===== src/rtl/spi_slave_core.sv =====
// SPI slave core running entirely in the system clock domain.
// CS_N, SCK and MOSI are synchronised and SCK edges are detected on the
// synchronised copy. Receive and transmit each use a shift register. A
// single holding buffer feeds the TX shift register through a ready/load
// handshake.
//
// state  | meaning
// IDLE   | deselected, MISO held low, SCK ignored
// LOAD   | one clk after CS_N fall: holding buffer -> TX shift register
// ACTIVE | selected, sampling/shifting on SCK edges until CS_N rises
module spi_slave_core #(
    parameter int                DATA_W      = 16,
    parameter int                CPOL        = 1,
    parameter int                CPHA        = 1,
    parameter int                MSB_FIRST   = 1,
    parameter int                SYNC_STAGES = 2,
    parameter logic [DATA_W-1:0] IDLE_TX     = '0
) (
    input  logic              clk,
    input  logic              rst_n,
    input  logic              CS_N,
    input  logic              SCK,
    input  logic              MOSI,
    output logic              MISO,
    output logic              MISO_OE,
    output logic [DATA_W-1:0] rx_data,
    output logic              rx_valid,
    input  logic              rx_ack,
    output logic              rx_overrun,
    input  logic [DATA_W-1:0] tx_data,
    input  logic              tx_load,
    output logic              tx_ready,
    output logic              tx_underrun,
    output logic              frame_abort,
    output logic              busy
);

    localparam int              CNT_W    = $clog2(DATA_W + 1);
    localparam logic [CNT_W-1:0] LAST_CNT = CNT_W'(DATA_W - 1);
    localparam logic            SCK_IDLE = (CPOL != 0);

    typedef enum logic [1:0] {
        ST_IDLE,
        ST_LOAD,
        ST_ACTIVE
    } state_t;

    // Synchroniser chains. The CS_N chain resets to "selected" so that a pin
    // already low when reset is released never looks like a fresh CS_N fall;
    // a frame interrupted by reset is therefore ignored until CS_N rises.
    logic [SYNC_STAGES-1:0] cs_sync_q, cs_sync_d;
    logic [SYNC_STAGES-1:0] sck_sync_q, sck_sync_d;
    logic [SYNC_STAGES-1:0] mosi_sync_q, mosi_sync_d;
    logic                   cs_prev_q, cs_prev_d;
    logic                   sck_prev_q, sck_prev_d;

    state_t              state_q, state_d;
    logic [CNT_W-1:0]    cnt_q, cnt_d;
    logic [DATA_W-1:0]   rx_shift_q, rx_shift_d;
    logic [DATA_W-1:0]   rx_data_q, rx_data_d;
    logic                rx_valid_q, rx_valid_d;
    logic                rx_overrun_q, rx_overrun_d;
    logic                rx_pend_q, rx_pend_d;
    logic [DATA_W-1:0]   tx_buf_q, tx_buf_d;
    logic                tx_full_q, tx_full_d;
    logic [DATA_W-1:0]   tx_shift_q, tx_shift_d;
    logic                tx_underrun_q, tx_underrun_d;
    logic                frame_abort_q, frame_abort_d;
    logic                busy_q, busy_d;
    logic                miso_q, miso_d;
    logic                next_load_q, next_load_d;

    logic              cs_s, sck_s, mosi_s;
    logic              cs_fall, cs_rise, sck_rise, sck_fall;
    logic              lead_edge, trail_edge, sample_edge, shift_edge;
    logic              consume;
    logic [DATA_W-1:0] word_sel;
    logic [DATA_W-1:0] rx_next;

    function automatic logic tx_head(input logic [DATA_W-1:0] w);
        return (MSB_FIRST != 0) ? w[DATA_W-1] : w[0];
    endfunction

    function automatic logic [DATA_W-1:0] tx_advance(input logic [DATA_W-1:0] w);
        return (MSB_FIRST != 0) ? {w[DATA_W-2:0], 1'b0} : {1'b0, w[DATA_W-1:1]};
    endfunction

    function automatic logic [DATA_W-1:0] rx_insert(input logic [DATA_W-1:0] w,
                                                    input logic b);
        return (MSB_FIRST != 0) ? {w[DATA_W-2:0], b} : {b, w[DATA_W-1:1]};
    endfunction

    // Pin synchronisation and edge detection on the synchronised copies.
    always_comb begin
        cs_sync_d   = {cs_sync_q[SYNC_STAGES-2:0], CS_N};
        sck_sync_d  = {sck_sync_q[SYNC_STAGES-2:0], SCK};
        mosi_sync_d = {mosi_sync_q[SYNC_STAGES-2:0], MOSI};
        cs_s        = cs_sync_q[SYNC_STAGES-1];
        sck_s       = sck_sync_q[SYNC_STAGES-1];
        mosi_s      = mosi_sync_q[SYNC_STAGES-1];
        cs_prev_d   = cs_s;
        sck_prev_d  = sck_s;
        cs_fall     = cs_prev_q & ~cs_s;
        cs_rise     = ~cs_prev_q & cs_s;
        sck_rise    = sck_s & ~sck_prev_q;
        sck_fall    = ~sck_s & sck_prev_q;
        lead_edge   = (CPOL != 0) ? sck_fall : sck_rise;
        trail_edge  = (CPOL != 0) ? sck_rise : sck_fall;
        sample_edge = (CPHA != 0) ? trail_edge : lead_edge;
        shift_edge  = (CPHA != 0) ? lead_edge : trail_edge;
    end

    // Frame sequencing, shift registers, TX handshake and status pulses.
    always_comb begin
        state_d       = state_q;
        cnt_d         = cnt_q;
        rx_shift_d    = rx_shift_q;
        rx_data_d     = rx_data_q;
        rx_valid_d    = 1'b0;
        rx_overrun_d  = 1'b0;
        tx_buf_d      = tx_buf_q;
        tx_full_d     = tx_full_q;
        tx_shift_d    = tx_shift_q;
        tx_underrun_d = 1'b0;
        frame_abort_d = 1'b0;
        busy_d        = busy_q;
        miso_d        = miso_q;
        next_load_d   = next_load_q;
        consume       = 1'b0;
        word_sel      = tx_full_q ? tx_buf_q : IDLE_TX;
        rx_next       = rx_insert(rx_shift_q, mosi_s);

        case (state_q)
            ST_IDLE: begin
                miso_d      = 1'b0;
                cnt_d       = '0;
                next_load_d = 1'b0;
                if (cs_fall) begin
                    state_d = ST_LOAD;
                    busy_d  = 1'b1;
                end
            end
            ST_LOAD: begin
                consume = 1'b1;
                if (CPHA == 0) begin
                    miso_d     = tx_head(word_sel);
                    tx_shift_d = tx_advance(word_sel);
                end else begin
                    tx_shift_d = word_sel;
                end
                if (cs_rise) begin
                    state_d = ST_IDLE;
                    busy_d  = 1'b0;
                    miso_d  = 1'b0;
                end else begin
                    state_d = ST_ACTIVE;
                end
            end
            ST_ACTIVE: begin
                if (cs_rise) begin
                    state_d       = ST_IDLE;
                    busy_d        = 1'b0;
                    miso_d        = 1'b0;
                    cnt_d         = '0;
                    next_load_d   = 1'b0;
                    frame_abort_d = (cnt_q != '0);
                end else begin
                    if (sample_edge) begin
                        rx_shift_d = rx_next;
                        if (cnt_q == LAST_CNT) begin
                            cnt_d        = '0;
                            rx_data_d    = rx_next;
                            rx_valid_d   = 1'b1;
                            rx_overrun_d = rx_pend_q;
                            // CPHA=0: the trailing edge right after this sample
                            // already carries the first bit of the next word.
                            if (CPHA == 0) begin
                                consume    = 1'b1;
                                tx_shift_d = word_sel;
                            end else begin
                                next_load_d = 1'b1;
                            end
                        end else begin
                            cnt_d = cnt_q + CNT_W'(1);
                        end
                    end
                    if (shift_edge) begin
                        if (next_load_q) begin
                            consume     = 1'b1;
                            next_load_d = 1'b0;
                            miso_d      = tx_head(word_sel);
                            tx_shift_d  = tx_advance(word_sel);
                        end else begin
                            miso_d     = tx_head(tx_shift_q);
                            tx_shift_d = tx_advance(tx_shift_q);
                        end
                    end
                end
            end
            default: begin
                state_d = ST_IDLE;
                busy_d  = 1'b0;
                miso_d  = 1'b0;
            end
        endcase

        // A word-start load empties the buffer before a same-clk tx_load refills it.
        if (consume) begin
            tx_underrun_d = ~tx_full_q;
            tx_full_d     = 1'b0;
        end
        if (tx_load && !tx_full_d) begin
            tx_buf_d  = tx_data;
            tx_full_d = 1'b1;
        end

        // An ack arriving with the rx_valid pulse belongs to the older word.
        if (rx_valid_q) begin
            rx_pend_d = 1'b1;
        end else if (rx_ack) begin
            rx_pend_d = 1'b0;
        end else begin
            rx_pend_d = rx_pend_q;
        end
    end

    // All state registers with asynchronous active-low reset.
    always_ff @(posedge clk or negedge rst_n) begin
        if (!rst_n) begin
            cs_sync_q     <= '0;
            sck_sync_q    <= {SYNC_STAGES{SCK_IDLE}};
            mosi_sync_q   <= '0;
            cs_prev_q     <= 1'b0;
            sck_prev_q    <= SCK_IDLE;
            state_q       <= ST_IDLE;
            cnt_q         <= '0;
            rx_shift_q    <= '0;
            rx_data_q     <= '0;
            rx_valid_q    <= 1'b0;
            rx_overrun_q  <= 1'b0;
            rx_pend_q     <= 1'b0;
            tx_buf_q      <= '0;
            tx_full_q     <= 1'b0;
            tx_shift_q    <= '0;
            tx_underrun_q <= 1'b0;
            frame_abort_q <= 1'b0;
            busy_q        <= 1'b0;
            miso_q        <= 1'b0;
            next_load_q   <= 1'b0;
        end else begin
            cs_sync_q     <= cs_sync_d;
            sck_sync_q    <= sck_sync_d;
            mosi_sync_q   <= mosi_sync_d;
            cs_prev_q     <= cs_prev_d;
            sck_prev_q    <= sck_prev_d;
            state_q       <= state_d;
            cnt_q         <= cnt_d;
            rx_shift_q    <= rx_shift_d;
            rx_data_q     <= rx_data_d;
            rx_valid_q    <= rx_valid_d;
            rx_overrun_q  <= rx_overrun_d;
            rx_pend_q     <= rx_pend_d;
            tx_buf_q      <= tx_buf_d;
            tx_full_q     <= tx_full_d;
            tx_shift_q    <= tx_shift_d;
            tx_underrun_q <= tx_underrun_d;
            frame_abort_q <= frame_abort_d;
            busy_q        <= busy_d;
            miso_q        <= miso_d;
            next_load_q   <= next_load_d;
        end
    end

    assign MISO        = miso_q;
    assign MISO_OE     = busy_q;
    assign busy        = busy_q;
    assign rx_data     = rx_data_q;
    assign rx_valid    = rx_valid_q;
    assign rx_overrun  = rx_overrun_q;
    assign tx_ready    = ~tx_full_q;
    assign tx_underrun = tx_underrun_q;
    assign frame_abort = frame_abort_q;

endmodule


===== config.mk =====
export PLATFORM = sky130hd
export DESIGN_NAME = spi_slave_core
export DESIGN_NICKNAME = d
export VERILOG_FILES = /design/src/rtl/spi_slave_core.sv
export SDC_FILE = /design/constraint.sdc
export NUM_CORES = 1
export LEC_CHECK = 0
export ABC_CLOCK_PERIOD_IN_PS = 2600
export CAP_MARGIN = 25
export CORE_MARGIN = 5
export CORE_UTILIZATION = 30
export DETAILED_ROUTE_END_ITERATION = 10
export GPL_TIMING_DRIVEN = 1
export PLACE_DENSITY = 0.57
export SLEW_MARGIN = 15
export SYNTH_ARGS = -nofsm -noshare
export SYNTH_HDL_FRONTEND = slang
export SYNTH_SLANG_ARGS = --single-unit

===== constraint.sdc =====
create_clock -name clk -period 2.6 [get_ports clk]
set_clock_uncertainty 0.2 [all_clocks]
set_input_delay 0.52 -clock clk [delete_from_list [all_inputs] [get_ports clk]]
set_output_delay 0.52 -clock clk [all_outputs]
set_load 0.02 [all_outputs]

==> metrics.txt, run 1 <==
Slew @ Worst Pin 0.562 ns; crit path buf inv count 2; simple-gate share of the synthesized area 7.88%; CTS tree yes; setup violators final 0; Worst Hold End cs_sync_q[1]; dominant synthesized flop cell dfrtp_1; Final GP Congestion 0.721; origin of the critical flop-to-flop path state_q[1]; Worst Setup SP state_q[1]; Compound-Gate Fraction of Synth Area 12.7%; mapped cell area 0.00394 mm2; leading post-synthesis cells by cell area dfrtp_1, mux2_2, mux2_4; Worst Path Arrival 2.36 ns; crit path time final 2.34 ns; reg2reg end tx_buf_q[2]; vias in the first global route 2654; cts bufs inserted 9; first-pass GRT wire length 13400 um; root buffer cell clkbuf_16; peak supply drop 0.000298 V; CP max stage delay 0.39 ns; Initial Util 30.9%; area occupied by multi-input gates 0.00151 mm2; synthesis-to-layout area growth 24.6%; type of element launching the critical path flip-flop; Slew HR 62.5%; ys async rst share 100%; largest net degree at the start of global routing 43; Data required, critical path 2.62 ns; synthesis-stage register bit count 87; DR WL/cell 13.9 um; Ant. Diodes 0; Max Cap Viol 0; sequential cell area 0.00218 mm2; grt ovf 0; CP Cell Sequence inv_1 -> ha_1 -> and4b_1 -> a311oi_1 -> nand2b_1 -> buf_12 -> mux2_2; Crit Path Max Fanout 16; Crit path max-delay family simple AND/OR/NAND/NOR gates; Finished Layout Cells 555; Worst Reg-to-Reg Cells 7; Adder-Cell Fraction of Synth Area 1.59%; area share of the largest cell type after synthesis 53.4%; Detailed Routing Iterations Pass 1 5; placeable core area 0.0127 mm2; nets 406; synthesized netlist cell count 331; Unique masters post-synth 47; PnR Total Power 4.64 mW; I/O Buffers 46; reg2reg setup slack 0.26 ns; Slowest cell on crit path dfrtp_1; Placed Cells 538; xor and xnor area share after synthesis 0%; area leader, netlist dfrtp_1; f_max 427 MHz; HP Class reg2reg; Worst Hold Launch cs_sync_q[0]; Die Ht 125 um; clk_lat worst skew 0.34 ns; antenna-violating nets left 0; residual DRC count 0; Syn. warnings 0; Final Hold Vio Count 0; setup tns final 0 ns; clk slew on worst S/H paths 0.06 ns; fillers 1267; mux cell area share after synthesis 15.9%; net count after synthesis 359; P per Cell Area 946 mW/mm2; RSZ-0062 raised after global routing false; clock tree buffer depth 2; nature of the critical path endpoint flip-flop; main combinational cell family by area after synthesis multiplexers; Total GRT Usage 10.5%; leakage 2.21 nW; WL final 7690 um; Core Rows 41; Syn Area/Cell 11.9 um2; Tcrit/Tclk final 90.0%; die span in x 125 um; Clock Sinks 87; H-tree level count 3; number of synthesized flops with an enable pin 0; dpl hpwl 5250 um; Slew Limit Fails 0; run status complete, no violations; final core occ 38.5%; I/O Pins 47; post-cts resize count 0; post-synthesis sequential area ratio 55.4%; critical path type reg2reg; WHS Path Cells 0; die area 0.0155 mm2; Vias/cell 4.67; Vias 2593; dpl cell area 0.00457 mm2; Iter 0 DRT Violations 122; initial antenna violation count 0; layout cells sized above 1 22.2%; Post-Layout Inst Area 0.00490 mm2
==> metal layers <==
metal	track usage, %	vias up	routed length, um
met1	13.6	1283	3610
met2	16.6	31	3730
met4	4.84	0	153
met5	0	-	0
li1	-	1270	-
met3	2.23	9	187
==> how the worst max path moves through the flow <==
stage                         to  depth (start not counted)
floorplan           tx_buf_q[10]                          8
global placement     tx_buf_q[4]                          7
detailed placement   tx_buf_q[3]                          7
CTS                  tx_buf_q[0]                          7
global route         tx_buf_q[1]                          7
finish               tx_buf_q[2]                          7
==> flip-flops by register name, summed over array words and instances, names as in the netlist, 2 cells and up <==
signal / flops
sck_sync_q: 2
tx_shift_q: 16
rx_shift_q: 15
state_q: 2
tx_buf_q: 16
mosi_sync_q: 2
cnt_q: 5
cs_sync_q: 2
rx_data: 16
==> layout make-up <==
cell class              count  share of cell area [%]
multi-input cells         195                    30.7
repair buffers             60                    11.8
flip-flops and latches     87                    44.5
clock buffers              10                    4.67
well taps                 172                    4.39
clock inverters             6                    1.89
inverters                  25                    2.07
==> kinds of logic after synthesis <==
family,Yosys count
and+or+nand+nor,56
buffers and inverters,49
DFF,87
adders and majority gates,5
muxes,50
AOI/OAI and AO/OA,84
==> power breakdown <==
part | switching (mW) | total [mW] | leakage (nW) | internal, mW
registers | 0.218 | 1.90 | 1.12 | 1.68
clock network | 0.536 | 1.38 | 0.149 | 0.847
logic | 0.690 | 1.36 | 0.935 | 0.669
total | 1.44 | 4.64 | 2.21 | 3.19
==> stage by stage <==
step	hold WS [ns]	setup slack [ns]
floorplan	0.0244	0.386
global placement	0.132	0.333
detailed placement	0.138	0.254
CTS	0.152	0.239
global route	0.160	0.161
finish	0.150	0.260
==> Yosys cell counts, drive strengths merged, types with 4 or more instances <==
master and count:
dfrtp 84, nand2 21, a21oi 21, a31oi 17, mux2 47, clkbuf 14
o31ai 15, nor2 6, inv 25, nand3 7, buf 10, ha 5
o21ai 23, nand2b 4
==> cells in the final DEF, fill, tap and decap left out, types with 2 or more instances in the layout <==
| master | n |
|---|---|
| buf_4 | 13 |
| a31oi_1 | 16 |
| nand3_1 | 5 |
| a21oi_1 | 21 |
| inv_1 | 24 |
| nand2b_1 | 4 |
| nor2_1 | 6 |
| dfrtp_1 | 84 |
| clkdlybuf4s50_1 | 45 |
| mux2i_1 | 3 |
| nor2b_1 | 2 |
| clkinvlp_4 | 2 |
| ha_1 | 5 |
| o31ai_1 | 15 |
| dfstp_2 | 3 |
| clkbuf_16 | 9 |
| bufinv_16 | 2 |
| o211ai_1 | 2 |
| mux2_4 | 18 |
| mux2_2 | 29 |
| nand2_1 | 21 |
| o21ai_0 | 23 |
==> repair_timing <==
| action | 4_1_cts | 5_1_grt |
|---|---|---|
| hold buffers | 1 | 0 |
| buffers inserted | 0 | 0 |
| setup endpoints to repair | 0 | 0 |
| endpoints found under the hold margin | 34 | 0 |
Power figures use the tool's default switching activity.
==> run 2: changes to the inputs <==
--- a/config.mk
+++ b/config.mk
@@ -8,10 +8,10 @@
 export ABC_CLOCK_PERIOD_IN_PS = 2600
 export CAP_MARGIN = 25
 export CORE_MARGIN = 5
-export CORE_UTILIZATION = 30
+export CORE_UTILIZATION = 34
 export DETAILED_ROUTE_END_ITERATION = 10
 export GPL_TIMING_DRIVEN = 1
-export PLACE_DENSITY = 0.57
+export PLACE_DENSITY = 0.62
 export SLEW_MARGIN = 15
 export SYNTH_ARGS = -nofsm -noshare
 export SYNTH_HDL_FRONTEND = slang
==> run 2 against run 1 <==
  * Clock power is 3% lower
  * Total power down 0.62%
  * Critical endpoint is now tx_buf_q[1]
  * Worst setup slack worse by 0.047 ns
  * Largest cell class unchanged
  * Combinational power hardly changed
==> metrics.txt, run 2 (synthesis results as in run 1) <==
run status complete, no violations; synthesis-to-layout area growth 23.1%; CP Cell Sequence inv_1 -> ha_1 -> and4b_1 -> a311oi_1 -> nand2b_1 -> buf_12 -> mux2_2; WL final 7560 um; Slowest cell on crit path dfrtp_1; crit path time final 2.39 ns; Slew HR 58.4%; I/O Buffers 46; internal power 3.15 mW; cts bufs inserted 9; hold buffers post-CTS 0; Hold WS 0.00244 ns; Worst Path Arrival 2.40 ns; Slew @ Worst Pin 0.624 ns; nature of the critical path endpoint flip-flop; dpl hpwl 5150 um; post-cts resize count 0; grt ovf 0; clk slew on worst S/H paths 0.06 ns; layout cells sized above 1 22.3%; Final Hold Vio Count 0; most frequent cells in the layout dfrtp_1, clkdlybuf4s50_1, mux2_2; die area 0.0138 mm2; P per Cell Area 951 mW/mm2; worst setup margin 0.213 ns; Clock Sinks 87; clock tree buffer depth 2; f_max 419 MHz; # Post-CTS Setup Buffers 0; residual DRC count 0; initial antenna violation count 0; root buffer cell clkbuf_16; Die Ht 118 um; most common cell after layout, fill and taps aside dfrtp_1; total net switching power 1.46 mW; HP Class in2async; peak supply drop 0.000329 V; vias in the first global route 2696; die span in x 118 um; clk_lat worst skew 0.34 ns; Core Rows 39; Iter 0 DRT Violations 102; antenna-violating nets left 0; H-tree level count 3; Worst Setup SP state_q[1]; DR WL/cell 14.4 um; share of power burned in registers 41.2%; Total GRT Usage 11.4%; CP max stage delay 0.40 ns; I/O Pins 47; clock share of power 29.0%; setup violators final 0; critical path type reg2reg; Crit Path Max Fanout 16; CTS tree yes; origin of the critical flop-to-flop path state_q[1]; RSZ-0062 raised after global routing false; Ant. Diodes 0; Crit path max-delay family simple AND/OR/NAND/NOR gates; Tcrit/Tclk final 91.8%; Slew Limit Fails 0; Data required, critical path 2.61 ns; Setup WS pre-CTS 0.241 ns; Final GP Congestion 0.723; nets 404; Initial Util 34.6%; Detailed Routing Iterations Pass 1 4; leakage 2.21 nW; Switching Fraction 31.6%; Vias 2596; Max Cap Viol 0; crit path buf inv count 2; setup tns final 0 ns; placeable core area 0.0114 mm2; type of element launching the critical path flip-flop; largest net degree at the start of global routing 52; Vias/cell 4.95; Comb pwr share 29.7%; first-pass GRT wire length 13000 um
run 2: worst reg2reg max path: stages, from the launching register on:
cell and delay, ns:
dfrtp_1 0.40, inv_1 0.08, ha_1 0.35, and4b_1 0.23, a311oi_1 0.29, nand2b_1 0.19
buf_12 0.18, mux2_2 0.35
run 2: final cells by class:
cell class                      count  area [um2]
Timing Repair Buffer               58         561
Tap cell                          143         179
Fill cell                        1063        6530
Clock buffer                       11         253
Sequential cell                    87        2180
Multi-Input combinational cell    195        1510
Clock inverter                      5        63.8
Inverter                           25         101
run 2: path summary, 6_finish.rpt:
path | endpoint | slack [ns] | cells after the start
max | tx_buf_q[1] | 0.21 | 7
min | rx_data[9] | 0.002 | 1
max reg2reg | tx_buf_q[1] | 0.21 | 7
min reg2reg | cs_sync_q[1] | 0.15 | 0
max in group asynchronous | rx_shift_q[1] | 1.55 | 2
min in group clk | cs_sync_q[1] | 0.15 | 0
run 2: stage by stage:
step	instances	power (mW)	area [um2]	util, %
2_1_floorplan	331	2.93	3940	-
3_3_place_gp	508	3.23	4530	39.8
3_5_place_dp	508	3.30	4530	39.8
4_1_cts	524	4.67	4840	42.6
5_1_grt	524	4.91	4840	42.6
6_report	524	4.61	4840	42.6
run 2: power by group through the flow:
stage	clock, mW	sequential, mW	combinational, mW
after detailed placement	0	1.92	1.38
after global placement	0	1.91	1.32
final	1.34	1.90	1.37
after floorplan	0	1.86	1.07
after global routing	1.43	1.94	1.54
after CTS	1.37	1.90	1.39
run 2: layer usage:
metal	global-route usage, %	part of all wire, %	wire length [um]
met1	14.1	45	3430
met5	0	0	0
met2	18.6	50	3750
met3	3.32	3.0	230
met4	5.02	2.0	152
